File: src/rtl/hyp_req_arbiter.sv
// Round-robin front end for a shared hypotenuse engine: grants one requester at a time,
// launches the engine, guards it with a watchdog and returns a tagged response.
module hyp_req_arbiter #(
  parameter int unsigned NREQ    = 4,
  parameter int unsigned W       = 8,
  parameter int unsigned TIMEOUT = 32,
  localparam int unsigned IW     = (NREQ > 1) ? $clog2(NREQ) : 1
) (
  input  logic              clk,
  input  logic              rst,
  input  logic [NREQ-1:0]   req_valid,
  input  logic [NREQ*W-1:0] req_x,
  input  logic [NREQ*W-1:0] req_y,
  output logic [NREQ-1:0]   req_ready,
  output logic              eng_start,
  output logic [W-1:0]      eng_x,
  output logic [W-1:0]      eng_y,
  output logic              eng_abort,
  input  logic              eng_done,
  input  logic [W-1:0]      eng_result,
  output logic              rsp_valid,
  output logic [IW-1:0]     rsp_id,
  output logic [W-1:0]      rsp_data,
  output logic              rsp_err,
  input  logic              rsp_ready
);

  localparam int unsigned TW = $clog2(TIMEOUT);

  typedef enum logic [1:0] {StIdle, StIssue, StWait, StResp} state_e;

  state_e          state_q;
  logic [IW-1:0]   ptr_q;
  logic [IW-1:0]   cur_id_q;
  logic [W-1:0]    x_q;
  logic [W-1:0]    y_q;
  logic [TW-1:0]   timer_q;
  logic            start_q;
  logic            rsp_valid_q;
  logic [IW-1:0]   rsp_id_q;
  logic [W-1:0]    rsp_data_q;
  logic            rsp_err_q;

  logic            grant_found;
  logic [IW-1:0]   grant_id;
  logic [IW-1:0]   scan_idx;
  logic [IW-1:0]   ptr_nxt;
  logic            timer_last;

  // Search starts at ptr and wraps, so the requester just served has lowest priority.
  always_comb begin
    grant_found = 1'b0;
    grant_id    = '0;
    scan_idx    = '0;
    for (int unsigned k = 0; k < NREQ; k++) begin
      scan_idx = IW'((32'(ptr_q) + k) % NREQ);
      if (!grant_found && req_valid[scan_idx]) begin
        grant_found = 1'b1;
        grant_id    = scan_idx;
      end
    end
  end

  always_comb begin
    req_ready = '0;
    if (state_q == StIdle && grant_found) begin
      req_ready[grant_id] = 1'b1;
    end
  end

  assign ptr_nxt    = (grant_id == IW'(NREQ - 1)) ? '0 : grant_id + IW'(1);
  assign timer_last = (timer_q == TW'(TIMEOUT - 1));

  // A completion in the final watchdog cycle takes priority over the abort.
  assign eng_abort = (state_q == StWait) && !eng_done && timer_last;

  assign eng_start = start_q;
  assign eng_x     = x_q;
  assign eng_y     = y_q;
  assign rsp_valid = rsp_valid_q;
  assign rsp_id    = rsp_id_q;
  assign rsp_data  = rsp_data_q;
  assign rsp_err   = rsp_err_q;

  always_ff @(posedge clk) begin
    if (rst) begin
      state_q     <= StIdle;
      ptr_q       <= '0;
      cur_id_q    <= '0;
      x_q         <= '0;
      y_q         <= '0;
      timer_q     <= '0;
      start_q     <= 1'b0;
      rsp_valid_q <= 1'b0;
      rsp_id_q    <= '0;
      rsp_data_q  <= '0;
      rsp_err_q   <= 1'b0;
    end else begin
      start_q <= 1'b0;
      unique case (state_q)
        StIdle: begin
          if (grant_found) begin
            x_q      <= req_x[grant_id*W +: W];
            y_q      <= req_y[grant_id*W +: W];
            cur_id_q <= grant_id;
            ptr_q    <= ptr_nxt;
            start_q  <= 1'b1;
            state_q  <= StIssue;
          end
        end
        StIssue: begin
          timer_q <= '0;
          state_q <= StWait;
        end
        StWait: begin
          if (eng_done) begin
            rsp_data_q  <= eng_result;
            rsp_err_q   <= 1'b0;
            rsp_id_q    <= cur_id_q;
            rsp_valid_q <= 1'b1;
            state_q     <= StResp;
          end else if (timer_last) begin
            rsp_data_q  <= '0;
            rsp_err_q   <= 1'b1;
            rsp_id_q    <= cur_id_q;
            rsp_valid_q <= 1'b1;
            state_q     <= StResp;
          end else begin
            timer_q <= timer_q + TW'(1);
          end
        end
        StResp: begin
          if (rsp_ready) begin
            rsp_valid_q <= 1'b0;
            state_q     <= StIdle;
          end
        end
        default: state_q <= StIdle;
      endcase
    end
  end

endmodule

File: config.mk
export PLATFORM = sky130hd
export DESIGN_NAME = hyp_req_arbiter
export DESIGN_NICKNAME = d
export VERILOG_FILES = /design/src/rtl/hyp_req_arbiter.sv
export SDC_FILE = /design/constraint.sdc
export NUM_CORES = 1
export LEC_CHECK = 0
export ABC_AREA = 0
export CORE_MARGIN = 5
export CORE_UTILIZATION = 42
export DETAILED_ROUTE_END_ITERATION = 7
export PLACE_DENSITY = 0.86
export RECOVER_POWER = 100
export SLEW_MARGIN = 15
export SYNTH_ARGS = -nofsm -noshare
export SYNTH_HDL_FRONTEND = slang
export SYNTH_SLANG_ARGS = --single-unit
File: constraint.sdc
create_clock -name clk -period 2.7 [get_ports clk]
set_clock_uncertainty 0.05 [all_clocks]
set_input_delay 0.27 -clock clk [delete_from_list [all_inputs] [get_ports clk]]
set_output_delay 0.27 -clock clk [all_outputs]
set_load 0.01 [all_outputs]
==> results_dict.tcl, run 1 <==
set metrics [dict create \
    synthFlopType "dfxtp_1" \
    clk_pin_slew_ns 0.08 \
    vias 2783 \
    wl_per_cell_um 15.9 \
    hpwl_mm 5.80 \
    drt_iter0_markers 97 \
    critPathLaunchType "flip-flop" \
    antenna_found_initial 0 \
    avgSynthCellArea_um2 8.18 \
    final.min_clock_period_ns 2.58 \
    tightest_slew_ns 0.726 \
    rsz0062_at_grt "false" \
    critPathRequiredTime_ns 2.38 \
    diodes 0 \
    synthArstFlopShare 0 \
    setup_viol 0 \
    peakVddDrop_mv 0.378 \
    area_delta_synth_final_pct 53.1 \
    cts_buffers 5 \
    p_leak_nw 1.52 \
    clockBufferDepth 2 \
    grt_pass1_wl_mm 12.2 \
    port_buffers 113 \
    synth_edf_count 0 \
    final_hold_viol_count 0 \
    ant_nets 0 \
    p_sw_frac 0.402 \
    io_pins 114 \
    critical_path.endpoint_type "primary output" \
    hold_path_class "reg2reg" \
    routed_wl_mm 7.70 \
    fill_cells 469 \
    gp_congestion 0.814 \
    period_share 0.957 \
    cts_resized 0 \
    syn_area_mm2 0.00245 \
    start_util 0.438 \
    ys_ff_latch 40 \
    synth_cell_types 38 \
    cell_internal_pwr_mw 1.66 \
    worstSetupPathType "reg2out" \
    status "complete, no violations" \
    p_switching_mw 1.12 \
    syn_nets 387 \
    post_cts_buffers 0 \
    p_comb_frac 0.525 \
    layout.nets 498 \
    maxCapViolCount 0 \
    slew_violations 0 \
    grt_max_degree 40 \
    power_density_mw_per_mm2 740 \
    critPathMaxFanout 5 \
    core.rowCount 27 \
    cts_tree "built" \
    fp.dieH_um 86.5 \
    clock-sinks 40 \
    yosysWarnings 0 \
    power_frac_clock 0.176 \
    fmax_ghz 0.387 \
    seq_power_share 0.299 \
    drt_pre_antenna_iters 4 \
    fin_util 0.670 \
    grt_pass1_vias 2661 \
    post-route-drc-count 0 \
    coreArea_mm2 0.00561 \
    ys_seq_area_frac 0.326 \
    dieArea_mm2 0.00747 \
    relSlewSlack 0.511 \
    grt_usage 0.201 \
    clk-insertion-delay-late_ns 0.29 \
    cts-root-buf "clkbuf_8" \
    cp.arrival_ns 2.26 \
    layout-drive-gt1-share 0.0631 \
    vias_per_cell 5.75 \
    setup-tns-final_ns 0 \
    synthesis.instances 300 \
    die_w_um 86.5 \
    overflow 0 \
    cts.htree.levels 2 \
    holdBufCountCts 0 \
]
metal layers:
metal | routed length (um) | vias up | GRT usage
met5 | 0 | - | 0
met4 | 87 | 0 | 0.0822
met3 | 874 | 7 | 0.0732
met2 | 3690 | 128 | 0.337
met1 | 3050 | 1292 | 0.232
li1 | - | 1356 | -
cells by family (layout without fill, tap and decap cells):
logic type	count (synthesis)	count (layout)	share of synthesized area
adder cells (fa/ha/maj)	7	7	0.0357
AO/OA/AOI/OAI	119	119	0.340
multiplexers	5	5	0.0204
flip-flops	40	40	0.326
AND/OR/NAND/NOR	97	97	0.221
buffers and inverters	32	144	0.0566
cells in the mapped netlist, types with 2 or more instances:
cell,number,share of area
inv_1,5,0.0076
o21ai_1,3,0.0061
a31oi_1,16,0.041
nor2b_1,2,0.0051
mux2i_1,5,0.020
o21ai_0,15,0.031
and3_1,32,0.082
a21oi_1,10,0.020
clkbuf_1,16,0.024
nand2b_1,3,0.0076
o211ai_1,16,0.049
or2b_1,2,0.0061
or2_2,2,0.0051
nand4b_4,2,0.019
nand3_1,5,0.010
and2_1,3,0.0076
a22oi_1,8,0.024
ha_1,7,0.036
buf_2,8,0.016
o311ai_1,9,0.032
o311ai_0,6,0.021
nand2_1,12,0.018
dfxtp_1,40,0.33
nor3_1,8,0.016
nor2_1,23,0.035
a21boi_0,30,0.092
cell usage in the layout, fill, tap and decap left out, types with 6 or more instances in the layout:
master           Yosys  routed
o311ai_1             9       9
nor3_1               8       8
o311ai_0             6       6
o21ai_0             15      15
clkbuf_1            16       8
dlygate4sd3_1        0      30
nand2_1             12      12
and3_1              32      32
o211ai_1            16      16
buf_4                0       9
a22oi_1              8       8
nor2_1              23      23
dfxtp_1             40      40
a21boi_0            30      30
ha_1                 7       7
a21oi_1             10       9
clkdlybuf4s50_1      0      83
a31oi_1             16      16
path summary, 6_finish.rpt:
| check | slack, ns | cells after the start | startpoint | to |
|---|---|---|---|---|
| max | 0.12 | 6 | ptr_q[1] | req_ready[1] |
| min | 0.44 | 2 | timer_q[1] | timer_q[1] |
| max reg2reg | 0.44 | 7 | timer_q[0] | rsp_data[5] |
| min reg2reg | 0.44 | 2 | timer_q[1] | timer_q[1] |
flip-flops by register name (all words and copies together), names as in the netlist:
signal     cells
cur_id_q       2
eng_start      1
eng_x          8
eng_y          8
ptr_q          2
rsp_data       8
rsp_err        1
rsp_id         2
rsp_valid      1
state_q        2
timer_q        5
critical path, stage by stage, from the launching register on:
cell,delay [ns]
dfxtp_1,0.49
nand2_1,0.11
a311oi_2,0.32
buf_4,0.17
nor2_2,0.05
nor3_1,0.22
clkdlybuf4s50_1,0.60
power groups by stage:
stage          registers, mW  clock network (mW)  logic, mW
2_1_floorplan          0.876                   0      0.853
3_3_place_gp           0.840                   0       1.51
3_5_place_dp           0.845                   0       1.55
4_1_cts                0.835               0.502       1.55
5_1_grt                0.851               0.531       1.61
6_report               0.831               0.491       1.46
area by class of cell:
cell class	instances	area (um^2)	share of cell area
multi-input combinational	228	1500	0.400
timing repair buffer	131	1230	0.328
sequential	40	801	0.213
tap	72	90.1	0.0240
clock buffer	5	68.8	0.0183
clock inverter	3	42.5	0.0113
inverter	5	18.8	0.00499
metrics by stage:
stage          std cells  setup slack [ns]  instance area [um^2]  total power [mW]  hold slack (ns)
3_3_place_gp         476             0.113                  3690              2.35            0.413
3_5_place_dp         476            0.0862                  3690              2.39            0.427
5_1_grt              484            0.0268                  3760              2.99            0.454
6_report             484             0.115                  3760              2.78            0.440
4_1_cts              484            0.0811                  3800              2.89            0.438
2_1_floorplan        300             0.786                  2450              1.73            0.315
No activity file was read; power rests on OpenSTA's default activity.
==> run 2: changes to the inputs <==
--- a/config.mk
+++ b/config.mk
@@ -6,10 +6,11 @@
 export NUM_CORES = 1
 export LEC_CHECK = 0
 export ABC_AREA = 0
+export CAP_MARGIN = 20
 export CORE_MARGIN = 5
-export CORE_UTILIZATION = 42
+export CORE_UTILIZATION = 38
 export DETAILED_ROUTE_END_ITERATION = 7
-export PLACE_DENSITY = 0.86
+export PLACE_DENSITY = 0.83
 export RECOVER_POWER = 100
 export SLEW_MARGIN = 15
 export SYNTH_ARGS = -nofsm -noshare
==> constraint.sdc (replaced) <==
create_clock -name clk -period 2.34 [get_ports clk]
set_clock_uncertainty 0.05 [all_clocks]
set_input_delay 0.234 -clock clk [delete_from_list [all_inputs] [get_ports clk]]
set_output_delay 0.234 -clock clk [all_outputs]
set_load 0.01 [all_outputs]
==> results_dict.tcl, run 2 (same netlist as run 1, synthesis figures left out) <==
set metrics [dict create \
    critical_path.endpoint_type "primary output" \
    final.min_clock_period_ns 2.23 \
    power_density_mw_per_mm2 850 \
    layout.nets 498 \
    cp.arrival_ns 1.95 \
    final_hold_viol_count 0 \
    io_pins 114 \
    dieArea_mm2 0.00817 \
    setup_viol 0 \
    gp_congestion 0.806 \
    hpwl_mm 5.79 \
    clockBufferDepth 2 \
    clock-sinks 40 \
    area_delta_synth_final_pct 54.9 \
    fin_util 0.602 \
    drt_pre_antenna_iters 6 \
    post-route-drc-count 0 \
    p_leak_nw 1.55 \
    ant_nets 0 \
    period_share 0.955 \
    grt_max_degree 40 \
    post_cts_buffers 0 \
    clk-insertion-delay-late_ns 0.29 \
    drt_iter0_markers 76 \
    port_buffers 113 \
    cts_buffers 5 \
    peakVddDrop_mv 0.440 \
    vias 2737 \
    coreArea_mm2 0.00631 \
    overflow 0 \
    critPathMaxFanout 7 \
    vias_per_cell 5.60 \
    critPathLaunchType "input port" \
    slew_violations 0 \
    layout_common_cells "80 x clkdlybuf4s50_1, 39 x dfxtp_1, 32 x and3_1" \
    cts.htree.levels 2 \
    critPathLaunch "req_valid[2]" \
    maxCapViolCount 0 \
    power_mw 3.23 \
    final_area_mm2 0.00380 \
    worstSetupPathType "in2out" \
    fp.dieH_um 90.4 \
    grt_pass1_vias 2710 \
    die_w_um 90.4 \
    hold_path_class "reg2reg" \
    wl_per_cell_um 15.5 \
    diodes 0 \
    relSlewSlack 0.673 \
    status "complete, no violations" \
    core.rowCount 29 \
    grt_usage 0.183 \
    final_common_cell "clkdlybuf4s50_1" \
    cts-root-buf "clkbuf_8" \
    fill_cells 562 \
    fmax_ghz 0.448 \
    rsz0062_at_grt "false" \
    antenna_found_initial 0 \
    start_util 0.389 \
    routed_wl_mm 7.59 \
    critPathRequiredTime_ns 2.06 \
    cts_tree "built" \
    r2r-start "timer_q[0]" \
    grt_pass1_wl_mm 12.7 \
    tightest_slew_ns 0.491 \
    clk_pin_slew_ns 0.08 \
    min_from "timer_q[4]" \
    layout-drive-gt1-share 0.0825 \
    dpl_cell_area_mm2 0.00370 \
]
run 2: cell types whose count changed in the layout (fill, tap and decap cells not counted), moves of 3 or more:
cell,before,now
o311ai_0,6,11
o311ai_1,9,4
clkbuf_1,8,4
dlygate4sd2_1,0,4
buf_4,9,12
clkdlybuf4s50_1,83,80
run 2: metal layers:
layer / track usage / routed length, um
met2: 0.314 / 3580
met4: 0.0533 / 85
met1: 0.215 / 3150
met5: 0 / 0
met3: 0.0642 / 775
run 2: worst max-delay path, cell delays in order:
cell and delay (ns):
clkdlybuf4s50_1 0.43, clkbuf_1 0.15, nor4_2 0.39, nand2b_1 0.34, nor3_1 0.11, dlygate4sd2_1 0.30
run 2: final timing paths:
kind	cells after the start	slack [ns]	end
min reg2reg	2	0.43	timer_q[4]
min	2	0.43	timer_q[4]
max	6	0.11	req_ready[2]
max reg2reg	8	0.22	state_q[1]
run 2: cell type report:
class / instances / area (um^2) / area share
clock buffer: 5 / 68.8 / 0.0181
clock inverter: 3 / 46.3 / 0.0122
inverter: 5 / 18.8 / 0.00494
multi-input combinational: 228 / 1530 / 0.402
sequential: 40 / 802 / 0.211
tap: 77 / 96.3 / 0.0253
timing repair buffer: 131 / 1240 / 0.326
run 2: through the flow:
step	std cells	setup TNS, ns	setup slack, ns	hold WS, ns
floorplan	300	0	0.426	0.279
global placement	481	-0.571	-0.158	0.413
detailed placement	481	-0.859	-0.195	0.426
CTS	489	0	0.106	0.438
global route	489	0	0.00881	0.454
finish	489	0	0.106	0.433
run 2: what timing repair did:
action / CTS / global route
hold buffers: 0 / 0
hold endpoints to repair: 0 / 0
endpoints found under the setup margin: 4 / 1
resized for setup: 7 / 1
run 2: where the power goes:
group | switching, mW | internal, mW
combinational | 0.918 | 0.772
clock | 0.258 | 0.321
sequential | 0.112 | 0.851
